## src/rtl/wide_add_seq.sv

```systemverilog
// Multi-precision add/subtract sequencer: streams 32-bit word pairs LSW first
// through one add_32_bit and chains the carry between words of a packet.

module add_32_bit (
  input  logic [31:0] a,
  input  logic [31:0] b,
  input  logic        c_in,
  output logic [31:0] s,
  output logic        g_out,
  output logic        p_out
);

  logic [32:0] raw;

  // Group generate is the carry of a+b with no carry-in; propagate means a^b is all ones.
  assign raw   = {1'b0, a} + {1'b0, b};
  assign g_out = raw[32];
  assign p_out = &(a ^ b);
  assign s     = a + b + {31'b0, c_in};

endmodule

module wide_add_seq #(
  parameter int MAX_WORDS = 8,
  parameter int IDXW      = 3
) (
  input  logic            clk,
  input  logic            rst_n,
  input  logic            in_valid,
  output logic            in_ready,
  input  logic [31:0]     in_a,
  input  logic [31:0]     in_b,
  input  logic            in_last,
  input  logic            in_sub,
  input  logic            in_cin,
  output logic            out_valid,
  input  logic            out_ready,
  output logic [31:0]     out_sum,
  output logic [IDXW-1:0] out_idx,
  output logic            out_last,
  output logic            out_cout,
  output logic            out_ovf,
  output logic            out_err
);

  localparam int CW = $clog2(MAX_WORDS + 1);

  typedef enum logic {IDLE, BUSY} state_t;

  state_t          state, state_nxt;
  logic            sub_lat, sub_nxt;
  logic            carry, carry_nxt;
  logic            err, err_nxt;
  logic [CW-1:0]   count, count_nxt;

  logic            fire;
  logic            sub_eff;
  logic            c_in;
  logic [31:0]     b_drv;
  logic [31:0]     s;
  logic            g_out;
  logic            p_out;
  logic            c32;
  logic            c31;
  logic            ovf;
  logic            word_err;
  logic [IDXW-1:0] idx;

  assign in_ready = !out_valid || out_ready;
  assign fire     = in_valid && in_ready;

  // The first word of a packet takes mode and carry-in straight from the inputs.
  assign sub_eff = (state == IDLE) ? in_sub : sub_lat;
  assign b_drv   = sub_eff ? ~in_b : in_b;
  assign c_in    = (state == IDLE) ? (in_sub ? 1'b1 : in_cin) : carry;

  add_32_bit u_add (
    .a     (in_a),
    .b     (b_drv),
    .c_in  (c_in),
    .s     (s),
    .g_out (g_out),
    .p_out (p_out)
  );

  assign c32 = g_out | (p_out & c_in);
  assign c31 = s[31] ^ in_a[31] ^ b_drv[31];
  assign ovf = c31 ^ c32;

  assign word_err = err || (count == CW'(MAX_WORDS));
  assign idx      = (count >= CW'(MAX_WORDS - 1)) ? IDXW'(MAX_WORDS - 1) : IDXW'(count);

  always_ff @(posedge clk) begin
    if (!rst_n) begin
      state   <= IDLE;
      sub_lat <= 1'b0;
      carry   <= 1'b0;
      err     <= 1'b0;
      count   <= '0;
    end else begin
      state   <= state_nxt;
      sub_lat <= sub_nxt;
      carry   <= carry_nxt;
      err     <= err_nxt;
      count   <= count_nxt;
    end
  end

  always_comb begin
    state_nxt = state;
    sub_nxt   = sub_lat;
    carry_nxt = carry;
    err_nxt   = err;
    count_nxt = count;
    case (state)
      IDLE: begin
        if (fire && !in_last) begin
          sub_nxt   = in_sub;
          carry_nxt = c32;
          count_nxt = CW'(1);
          state_nxt = BUSY;
        end
      end
      BUSY: begin
        if (fire) begin
          if (in_last) begin
            state_nxt = IDLE;
            carry_nxt = 1'b0;
            count_nxt = '0;
            err_nxt   = 1'b0;
          end else begin
            carry_nxt = c32;
            err_nxt   = word_err;
            // Stop at MAX_WORDS so every further word keeps flagging the overrun.
            if (count != CW'(MAX_WORDS)) begin
              count_nxt = count + CW'(1);
            end
          end
        end
      end
      default: state_nxt = IDLE;
    endcase
  end

  always_ff @(posedge clk) begin
    if (!rst_n) begin
      out_valid <= 1'b0;
      out_sum   <= '0;
      out_idx   <= '0;
      out_last  <= 1'b0;
      out_cout  <= 1'b0;
      out_ovf   <= 1'b0;
      out_err   <= 1'b0;
    end else if (fire) begin
      out_valid <= 1'b1;
      out_sum   <= s;
      out_idx   <= idx;
      out_last  <= in_last;
      out_cout  <= in_last & c32;
      out_ovf   <= in_last & ovf;
      out_err   <= word_err;
    end else if (out_ready) begin
      out_valid <= 1'b0;
    end
  end

endmodule
```

## config.mk

```make
export PLATFORM = sky130hd
export DESIGN_NAME = wide_add_seq
export DESIGN_NICKNAME = d
export VERILOG_FILES = /design/src/rtl/wide_add_seq.sv
export SDC_FILE = /design/constraint.sdc
export NUM_CORES = 1
export LEC_CHECK = 0
export BUFFER_PORTS_ARGS = -buffer_cell sky130_fd_sc_hd__buf_2
export CORE_MARGIN = 2
export CORE_UTILIZATION = 40
export DETAILED_ROUTE_END_ITERATION = 10
export PLACE_DENSITY = 0.63
export SYNTH_ARGS = -nofsm -noshare
export SYNTH_HDL_FRONTEND = slang
export SYNTH_SLANG_ARGS = --single-unit
```

## constraint.sdc

```tcl
create_clock -name clk -period 3.45 [get_ports clk]
set_input_delay 0.5175 -clock clk [delete_from_list [all_inputs] [get_ports clk]]
set_output_delay 0.5175 -clock clk [all_outputs]
set_load 0.01 [all_outputs]
```

==> out/qor.yml, run 1 <==
route:
  dr.max_layer_used: "met4"
  wl_per_cell_microns: 14.1
  drt-met1-wl_mm: 5.51
  wl_mm: 11.2
  ant_nets: 0
  drc: 0
  via_count: 4188
  drt_iter0_drc: 170
  dr.pass1.iters: 4
  viasPerCell: 5.27
  wl_met2_mm: 4.85
  wl_met3_microns: 579
worst_setup_path:
  crit_path_end: "out_sum[28]"
  crit_type: "flip-flop to flip-flop"
  worst_path_max_delay_cell: "dfxtp_2"
  r2r_cells: 14
  required_ns: 3.70
  cp-start-kind: "flip-flop"
  worstReg2RegEnd: "out_sum[28]"
  worstPathCellList: "mux2i_4 > xnor2_1 > inv_1 > fa_1 > inv_1 > fa_1 > a211oi_1 > nor3_2 > o2111ai_2 > and3_1 > o21ai_2 > a21boi_0 > xor2_1 > o21ai_0"
  reg2reg_slack_ns: 0.24
  slowest_delay_ns: 0.40
  cp.arrival_ns: 3.45
  cp_max_fo: 4
  critPathCaptureType: "flip-flop"
sta:
  timing.final.ws_setup_ns: 0.245
  max_freq_ghz: 0.312
  worstMarginPinSlew_ns: 0.452
  fin_crit_sh_pct: 92.9
  fin_skew_ns: 0.00887
  fin_crit_ns: 3.21
  slew_viol_final: 0
  tns_ns: 0
  max_slew_margin_pct: 69.6
  final-setup-viol-count: 0
  grt_setup_unrepaired: "no"
  hold_viol_final: 0
pwr:
  p_per_area_mw_per_mm2: 418
  peakVddDrop_mv: 0.152
  leakage_uw: 0.00239
place:
  pre_cts_ws_ns: -0.0192
  gp_congestion: 0.876
  port_buffers: 111
  place_hpwl_mm: 8.95
global_route:
  grt_pass1_wl_mm: 18.5
  grt_usage_pct: 20.1
  first_global_vias: 3961
  antenna_found_initial: 0
  overflow: 0
  grt_start_max_net_pins: 26
run_status:
  status: "finished, final reports clean"
floorplan:
  die_height_microns: 106
  io_pins: 112
  rows: 37
  initial_core_util_pct: 40.5
  dieArea_sq_mm: 0.0111
  dieWidth_microns: 106
  fp.coreArea_sq_mm: 0.0102
finish:
  syn2layout_area_growth_pct: 23.8
  nNetsFinal: 765
  fill_cells: 1019
  drive_gt1_share_pct: 24.9
  diodes: 0
synthesis:
  yosys_warnings: 0
  synth.distinct_cells: 57
  synthSimpleGateAreaFrac_pct: 21.9
  synth_compound_area_share_pct: 26.7
  syn_nets: 644
  synth_edf_count: 0
  ys_seq_area_share_pct: 23.3
  synth_xor_area_share_pct: 12.1
  synth_top_flop_cell: "dfxtp_1"
  synth_area_sq_mm: 0.00412
  ys_seq_elements: 48
  synth_top_family_by_area: "compound AO/OA/AOI/OAI gates"
  synthAdderAreaFrac_pct: 11.3
  netlist_instances: 537
  synth_area_per_cell_sq_um: 7.68
  async_flop_share_pct: 0
  muxShareOfSynthArea_pct: 0.485
clock_network:
  cts_resized: 0
  clkLatencyLatePin_ns: 0.31
  cts_root_buffer: "clkbuf_8"
  post_cts_buffers: 0
  numCtsBuffers: 5
  clock_path_buffers: 2
  clk_pin_slew_ns: 0.11
  clock_sinks: 48
  cts_hold_buf: 0
  cts_tree: "yes"
  htree_levels: 2
run:
  drv_cap: 0
min_path:
  hold_class: "flip-flop to flip-flop"
## how the worst min path moves through the flow
stage	from	endpoint	slack [ns]	cells past startpoint
6_report	out_sum[25]	out_sum[25]	0.46	2
5_1_grt	in_valid	out_valid	0.47	3
4_1_cts	in_valid	out_valid	0.45	3
3_5_place_dp	out_sum[19]	out_sum[19]	0.45	2
3_3_place_gp	out_ovf	out_ovf	0.45	2
2_1_floorplan	err	out_err	0.46	2
## flip-flops by register name (all words and copies together), names as in the netlist, named ones only
name and flops:
sub_lat 1, count 4, out_sum 32, out_idx 3, out_valid 1, carry 1, err 1, out_cout 1
out_err 1, out_last 1, out_ovf 1
## cell usage in the layout, fill, tap and decap left out, types with 4 or more instances in the layout
| cell | n |
|---|---|
| o21a_1 | 5 |
| clkbuf_8 | 5 |
| nor2b_1 | 7 |
| a21boi_0 | 10 |
| and2_1 | 21 |
| dfxtp_1 | 47 |
| xor2_1 | 11 |
| nor3_1 | 17 |
| ha_1 | 34 |
| o211a_1 | 5 |
| nor2_1 | 22 |
| buf_2 | 111 |
| nand2_1 | 69 |
| xnor2_1 | 46 |
| o21ai_0 | 45 |
| buf_4 | 27 |
| nand2b_1 | 9 |
| o221a_2 | 4 |
| inv_1 | 18 |
| a211oi_1 | 5 |
| nand4_1 | 4 |
| nand3_1 | 10 |
| a21oi_1 | 41 |
| a21o_1 | 18 |
| and3_1 | 11 |
## synthesized netlist by cell type, drive strengths merged, types with 5 or more instances
cell type   n  area [sq um]
inv        18          67.6
ha         34           425
and2       22           138
o211a       5          50.1
o21ai      48           244
a21o       18           135
xor2       11          96.3
o21a        5          37.5
clkbuf     22          83.8
a21oi      41           205
a21boi     10          75.1
dfxtp      48           961
xnor2      46           403
nand2      69           259
nor3       18          90.1
nor2       22          82.6
nand2b      9          56.3
a211oi      6          50.1
nor2b       7          43.8
and3       11          68.8
nand3      10          50.1
## stage by stage
step / std cells / util [%] / area, sq um / hold WS (ns) / total power, uW
after floorplan: 537 / - / 4120 / 0.465 / 1370
after global placement: 787 / 48.9 / 4980 / 0.445 / 1690
after detailed placement: 787 / 48.9 / 4980 / 0.446 / 1700
after CTS: 795 / 50.0 / 5090 / 0.455 / 2140
after global routing: 795 / 50.1 / 5110 / 0.467 / 2300
final: 795 / 50.1 / 5110 / 0.460 / 2130
## critical path: cells and delay by family (launching register included)
kind | cells | cell delay (ns)
fa+ha+maj | 2 | 0.60
mux | 1 | 0.31
buf+inv | 2 | 0.17
simple gates | 2 | 0.54
flops | 1 | 0.40
xor+xnor | 2 | 0.33
compound gates | 5 | 0.80
## area by class of cell
| type | count | area (sq um) | area share (%) |
|---|---|---|---|
| well taps | 136 | 170 | 3.33 |
| clock buffers | 5 | 68.8 | 1.35 |
| clock inverters | 3 | 46.3 | 0.906 |
| multi-input cells | 446 | 3010 | 59.0 |
| inverters | 18 | 67.6 | 1.32 |
| flip-flops and latches | 48 | 962 | 18.8 |
| repair buffers | 139 | 778 | 15.2 |
## routing by layer
layer | global-route usage (%) | vias up
li1 | - | 2145
met1 | 27.9 | 1895
met2 | 32.4 | 130
met3 | 2.04 | 18
met4 | 7.14 | 0
met5 | 0 | -
## power breakdown
part | switching, uW | internal [uW] | total, uW
registers | 38.5 | 619 | 657
clock network | 219 | 219 | 438
logic | 567 | 472 | 1040
## kinds of logic (layout without fill, tap and decap cells)
family	count (synthesis)	after routing
multiplexers	2	2
AO/OA/AOI/OAI	166	166
XOR/XNOR	57	57
AND/OR/NAND/NOR	185	185
adder cells (fa/ha/maj)	36	36
flip-flops	48	48
buffers and inverters	43	165
No activity file was read; power rests on OpenSTA's default activity.
==> inputs of run 2 (changes only) <==
PLACE_DENSITY = 0.66   (was 0.63)
==> out/qor.yml, run 2 (same netlist as run 1, synthesis figures left out) <==
global_route:
  use_met3_pct: 2.97  # was 2.04%
  grt_pass1_wl_mm: 18.9  # was 18.5 mm
  antenna_found_initial: 0  # unchanged
  overflow: 0  # unchanged
  grt_use_met2_pct: 34.1  # was 32.4%
  first_global_vias: 3994  # was 3961
  top_usage_layer: "met2"  # unchanged
  grt_use_met1_pct: 27.7  # was 27.9%
  grt_start_max_net_pins: 44  # was 26
  grt_usage_pct: 20.4  # was 20.1%
pwr:
  p_sw_share_pct: 37.4  # was 38.6%
  power.total_uw: 2210  # was 2130 uW
  p_per_area_mw_per_mm2: 430  # was 418 mW/mm^2
  power.switching_uw: 828  # was 824 uW
  seqPwrFrac_pct: 29.6  # was 30.8%
  leakage_uw: 0.00240  # was 0.00239 uW
  p_clk_share_pct: 22.8  # was 20.5%
  p_int_uw: 1380  # was 1310 uW
  peakVddDrop_mv: 0.159  # was 0.152 mV
  power_frac_comb_pct: 47.6  # was 48.7%
worst_setup_path:
  cp_max_fo: 11  # was 4
  crit_type: "flip-flop to flip-flop"  # unchanged
  cp.arrival_ns: 3.39  # was 3.45 ns
  cp-start-kind: "flip-flop"  # unchanged
  r2r_cells: 12  # was 14
  critPathCaptureType: "flip-flop"  # unchanged
  reg2reg_slack_ns: 0.27  # was 0.24 ns
  required_ns: 3.66  # was 3.70 ns
route:
  dr.pass1.iters: 5  # was 4
  drt_iter0_drc: 227  # was 170
  wl_per_cell_microns: 14.5  # was 14.1 microns
  ant_nets: 0  # unchanged
  viasPerCell: 5.38  # was 5.27
  via_count: 4271  # was 4188
  drc: 0  # unchanged
  wl_mm: 11.5  # was 11.2 mm
finish:
  drive_gt1_share_pct: 24.9  # about the same
  reg_top3: "out_sum (32), count (4), out_idx (3)"  # unchanged
  syn2layout_area_growth_pct: 24.7  # was 23.8%
  nNetsFinal: 764  # was 765
  largest_register_ffs: 32  # unchanged
  utilization_pct: 50.5  # was 50.1%
  final_common_cell: "buf_2"  # unchanged
  fill_cells: 1041  # was 1019
  multiInputGateArea_sq_mm: 0.00302  # was 0.00301 sq mm
  fin_area_sq_mm: 0.00514  # was 0.00511 sq mm
  layout.cells.most_common_list: "buf_2 (111), nand2_1 (69), dfxtp_1 (47), xnor2_1 (46), o21ai_0 (45)"  # unchanged
  regArea_sq_um: 962  # unchanged
  top_register: "out_sum"  # unchanged
  diodes: 0  # unchanged
floorplan:
  fp.coreArea_sq_mm: 0.0102  # unchanged
  rows: 37  # unchanged
  dieWidth_microns: 106  # unchanged
  initial_core_util_pct: 40.5  # unchanged
  dieArea_sq_mm: 0.0111  # unchanged
  io_pins: 112  # unchanged
  die_height_microns: 106  # unchanged
clock_network:
  htree_levels: 2  # unchanged
  clk_pin_slew_ns: 0.11  # about the same
  clock_path_buffers: 2  # unchanged
  cts_root_buffer: "clkbuf_8"  # unchanged
  numCtsBuffers: 5  # unchanged
  post_cts_buffers: 0  # unchanged
  clock_sinks: 48  # unchanged
  cts_tree: "yes"  # unchanged
  clkLatencyLatePin_ns: 0.32  # was 0.31 ns
place:
  place_hpwl_mm: 9.12  # was 8.95 mm
  port_buffers: 111  # unchanged
  placed_cell_area_sq_mm: 0.00498  # about the same
  gp_congestion: 0.910  # was 0.876
run_status:
  status: "finished, final reports clean"  # unchanged
sta:
  slew_viol_final: 0  # unchanged
  grt_setup_unrepaired: "no"  # unchanged
  hold_ws_ns: 0.460  # about the same
  max_slew_margin_pct: 66.3  # was 69.6%
  hold_viol_final: 0  # unchanged
  fin_crit_ns: 3.18  # was 3.21 ns
  final-setup-viol-count: 0  # unchanged
  max_freq_ghz: 0.315  # was 0.312 GHz
  fin_skew_ns: 0.0150  # was 0.00887 ns
  worstMarginPinSlew_ns: 0.504  # was 0.452 ns
  fin_crit_sh_pct: 92.1  # was 92.9%
min_path:
  hold_depth: 2  # unchanged
  hold_class: "flip-flop to flip-flop"  # unchanged
run:
  drv_cap: 0  # unchanged
run 2: changes by cell type in the layout (fill, tap and decap cells not counted):
cell        change
buf_6           +1
buf_4           -3
clkinvlp_4      -1
buf_12          +1
a211oi_1        -1
a211oi_2        +1
bufinv_16       +1
run 2: layer usage:
| metal | share of wire, % | vias to the layer above |
|---|---|---|
| met3 | 4.9 | 12 |
| met2 | 46 | 123 |
| met1 | 48 | 1984 |
| met4 | 1.2 | 0 |
| met5 | 0 | - |
| li1 | - | 2152 |
run 2: final timing paths:
| path | start | end |
|---|---|---|
| setup / recovery | flip-flop | out_ovf |
| hold / removal | out_sum[25] | out_sum[25] |
| hold reg to reg | out_sum[25] | out_sum[25] |
| setup reg to reg | flip-flop | out_ovf |
run 2: what timing repair did:
item,CTS,global route
hold buffers,0,0
gates resized for setup,0,6
endpoints found under the setup margin,0,15
run 2: layout make-up:
cell class,count,share of cell area (%)
sequential,48,18.7
multi-input combinational,446,58.7
clock buffer,5,1.34
clock inverter,3,1.34
inverter,18,1.31
timing repair buffer,138,15.3
tap,136,3.31
run 2: critical path: stages (launching register included):
cell and delay (ns):
dfxtp_2 0.38, mux2i_4 0.28, buf_6 0.22, buf_12 0.16, xnor2_1 0.07, ha_1 0.39
nand4_1 0.28, nor3_1 0.29, a21boi_0 0.41, o31ai_4 0.16, xnor2_1 0.21, xnor2_1 0.14
o21ai_1 0.08
run 2: metrics by stage:
step	TNS [ns]	setup WS [ns]	std cells
floorplan	0	0.0313	537
global placement	0	0.0488	786
detailed placement	-0.127	-0.0551	786
CTS	0	0.171	794
global route	0	0.0392	794
finish	0	0.272	794
run 2: power by group through the flow:
stage,Sequential [uW],Combinational (uW),Clock (uW)
4_1_cts,656,1040,513
5_1_grt,664,1170,538
2_1_floorplan,691,677,0
3_5_place_dp,669,1030,0
3_3_place_gp,667,1020,0
6_report,656,1050,503
==> inputs of run 3 (changes only) <==
SYNTH_HIERARCHICAL = 1   (was not set)
==> out/qor.yml, run 3 <==
worst_setup_path:
  cp_max_fo: 6  # was 11
  critPathCaptureType: "flip-flop"  # unchanged
  cp.arrival_ns: 3.80  # was 3.39 ns
  crit_type: "flip-flop to flip-flop"  # unchanged
  required_ns: 3.67  # was 3.66 ns
  worstReg2RegEnd: "out_ovf"  # unchanged
  r2r_cells: 16  # was 12
  cp-start-kind: "flip-flop"  # unchanged
  reg2reg_slack_ns: -0.13  # was 0.27 ns
  crit_path_end: "out_ovf"  # unchanged
pwr:
  p_per_area_mw_per_mm2: 428  # was 430 mW/mm^2
  leakage_uw: 0.00286  # was 0.00240 uW
  peakVddDrop_mv: 0.255  # was 0.159 mV
  power.total_uw: 2580  # was 2210 uW
floorplan:
  io_pins: 112  # unchanged
  dieArea_sq_mm: 0.0114  # was 0.0111 sq mm
  rows: 37  # unchanged
  fp.coreArea_sq_mm: 0.0103  # was 0.0102 sq mm
  initial_core_util_pct: 41.1  # was 40.5%
  dieWidth_microns: 107  # was 106 microns
  die_height_microns: 107  # was 106 microns
synthesis:
  synth_area_per_cell_sq_um: 7.50  # was 7.68 sq um
  post-synth-top-count-cell: "nand2_1"  # unchanged
  synth.distinct_cells: 63  # was 57
  yosys_warnings: 6  # was 0
  async_flop_share_pct: 0  # unchanged
  synth_top_area_cell: "dfxtp_1"  # unchanged
  syn_nets: 671  # was 644
  synth_common_cells: "nand2_1 (99), a21oi_1 (73), xnor2_1 (49)"  # was nand2_1 (69), dfxtp_1 (48), o21ai_0 (46), xnor2_1 (46), a21oi_1 (41)
  synth_area_sq_mm: 0.00423  # was 0.00412 sq mm
  synth_top_flop_cell: "dfxtp_1"  # unchanged
  yosys.area.top_type_share_pct: 22.7  # was 23.3%
  netlist_instances: 564  # was 537
  synth_edf_count: 0  # unchanged
  ys_seq_elements: 48  # unchanged
  synth.top_cells.by_area: "dfxtp_1 (23%), xnor2_1 (10%), ha_1 (10%)"  # was dfxtp_1 (23%), ha_1 (10%), xnor2_1 (9.8%)
  ys_seq_area_share_pct: 22.7  # was 23.3%
finish:
  syn2layout_area_growth_pct: 42.6  # was 24.7%
  drive_gt1_share_pct: 36.2  # was 24.9%
  layout.cells.most_common_list: "buf_4 (115), buf_2 (111), nand2_1 (99), a21oi_1 (67), dfxtp_1 (47)"  # was buf_2 (111), nand2_1 (69), dfxtp_1 (47), xnor2_1 (46), o21ai_0 (45)
  nNetsFinal: 880  # was 764
  diodes: 0  # unchanged
  fill_cells: 984  # was 1041
  top_register: "out_sum"  # unchanged
  largest_register_ffs: 32  # unchanged
  final_common_cell: "buf_4"  # was buf_2
  multiInputGateArea_sq_mm: 0.00320  # was 0.00302 sq mm
  reg_top3: "out_sum (32), count (4), out_idx (3)"  # unchanged
  regArea_sq_um: 965  # was 962 sq um
sta:
  max_slew_margin_pct: 38.1  # was 66.3%
  fin_crit_sh_pct: 104  # was 92.1%
  worstMarginPinSlew_ns: 0.926  # was 0.504 ns
  grt_setup_unrepaired: "yes"  # was no
  slew_viol_final: 0  # unchanged
  fin_skew_ns: 0.0166  # was 0.0150 ns
  timing.final.ws_setup_ns: -0.132  # was 0.272 ns
  fin_crit_ns: 3.58  # was 3.18 ns
  final-setup-viol-count: 1  # was 0
  hold_viol_final: 0  # unchanged
  max_freq_ghz: 0.279  # was 0.315 GHz
place:
  port_buffers: 111  # unchanged
  place_hpwl_mm: 10.6  # was 9.12 mm
  pre_cts_ws_ns: -0.380  # was -0.0551 ns
  gp_congestion: 0.913  # was 0.910
clock_network:
  numCtsBuffers: 5  # unchanged
  cts_root_buffer: "clkbuf_8"  # unchanged
  clkLatencyLatePin_ns: 0.32  # about the same
  htree_levels: 2  # unchanged
  clock_sinks: 48  # unchanged
  cts_tree: "yes"  # unchanged
  clk_pin_slew_ns: 0.11  # about the same
  clock_path_buffers: 2  # unchanged
  cts_hold_buf: 0  # unchanged
route:
  wl_per_cell_microns: 14.5  # about the same
  via_count: 4854  # was 4271
  ant_nets: 0  # unchanged
  dr.pass1.iters: 5  # unchanged
  drt_iter0_drc: 231  # was 227
  wl_mm: 13.2  # was 11.5 mm
  viasPerCell: 5.33  # was 5.38
  drc: 0  # unchanged
global_route:
  grt_pass1_wl_mm: 21.4  # was 18.9 mm
  overflow: 0  # unchanged
  antenna_found_initial: 0  # unchanged
  grt_start_max_net_pins: 28  # was 44
  first_global_vias: 4734  # was 3994
  grt_usage_pct: 23.0  # was 20.4%
min_path:
  hold_class: "flip-flop to flip-flop"  # unchanged
run:
  drv_cap: 0  # unchanged
run_status:
  status: "finished, violations left"  # was finished, final reports clean
  violations: "setup timing"
## run 3: cell type report
cell class                 count  area share (%)
multi-input combinational    468            53.0
tap                          136            2.82
inverter                      19            1.18
clock inverter                 3           0.768
sequential                    48            16.0
timing repair buffer         231            25.0
clock buffer                   5            1.14
## run 3: layer usage
| metal | wire [microns] | vias to the layer above | track usage (%) |
|---|---|---|---|
| met5 | 0 | - | 0 |
| li1 | - | 2419 | - |
| met4 | 265 | 0 | 7.24 |
| met2 | 6410 | 147 | 41.0 |
| met1 | 5800 | 2264 | 28.5 |
| met3 | 730 | 24 | 3.22 |
## run 3: through the flow
stage               hold slack, ns  instances  instance area (sq um)  setup TNS, ns  util, %
global placement             0.440        897                   5740          -1.06     55.9
CTS                          0.459        906                   5880         -0.106     57.2
finish                       0.456        910                   6030         -0.132     58.7
detailed placement           0.444        897                   5740          -2.01     55.9
global route                 0.477        910                   6030         -0.499     58.7
floorplan                    0.444        564                   4250         -0.184        -
## run 3: logic make-up after synthesis
family / count (synthesis) / synth area share, %
mux: 3 / 1.01
fa+ha+maj: 36 / 11.0
flops: 48 / 22.7
simple gates: 195 / 21.0
buf+inv: 48 / 4.76
compound gates: 171 / 26.1
xor+xnor: 63 / 13.4
## run 3: worst min path at each step
stage          slack [ns]     endpoint  cells after the start        start
2_1_floorplan        0.44        carry                      2        carry
3_3_place_gp         0.44  out_sum[15]                      2  out_sum[15]
3_5_place_dp         0.44  out_sum[21]                      2  out_sum[21]
4_1_cts              0.46  out_sum[21]                      2  out_sum[21]
5_1_grt              0.48  out_sum[28]                      2  out_sum[28]
6_report             0.46  out_sum[27]                      2  out_sum[27]
## run 3: critical path, stage by stage, from the launching register on
cell	delay, ns
dfxtp_4	0.38
mux2i_4	0.25
buf_12	0.16
buf_12	0.12
xnor2_2	0.06
ha_1	0.30
a21o_1	0.18
a21o_1	0.15
a21o_1	0.16
a31o_1	0.17
a221o_1	0.37
a31oi_2	0.21
xnor2_2	0.17
xnor2_2	0.14
xnor3_1	0.24
nor4bb_1	0.14
a311o_1	0.30
## run 3: repair_timing
action | 4_1_cts | 5_1_grt
setup endpoints to repair | 6 | 13
cloned | 0 | 0
pin swaps | 2 | 19
setup buffers | 1 | 4
resized for setup | 6 | 32
## run 3: power by group
group	switching, uW	internal [uW]	total [uW]
clock	225	219	444
combinational	740	744	1480
sequential	34.9	620	655
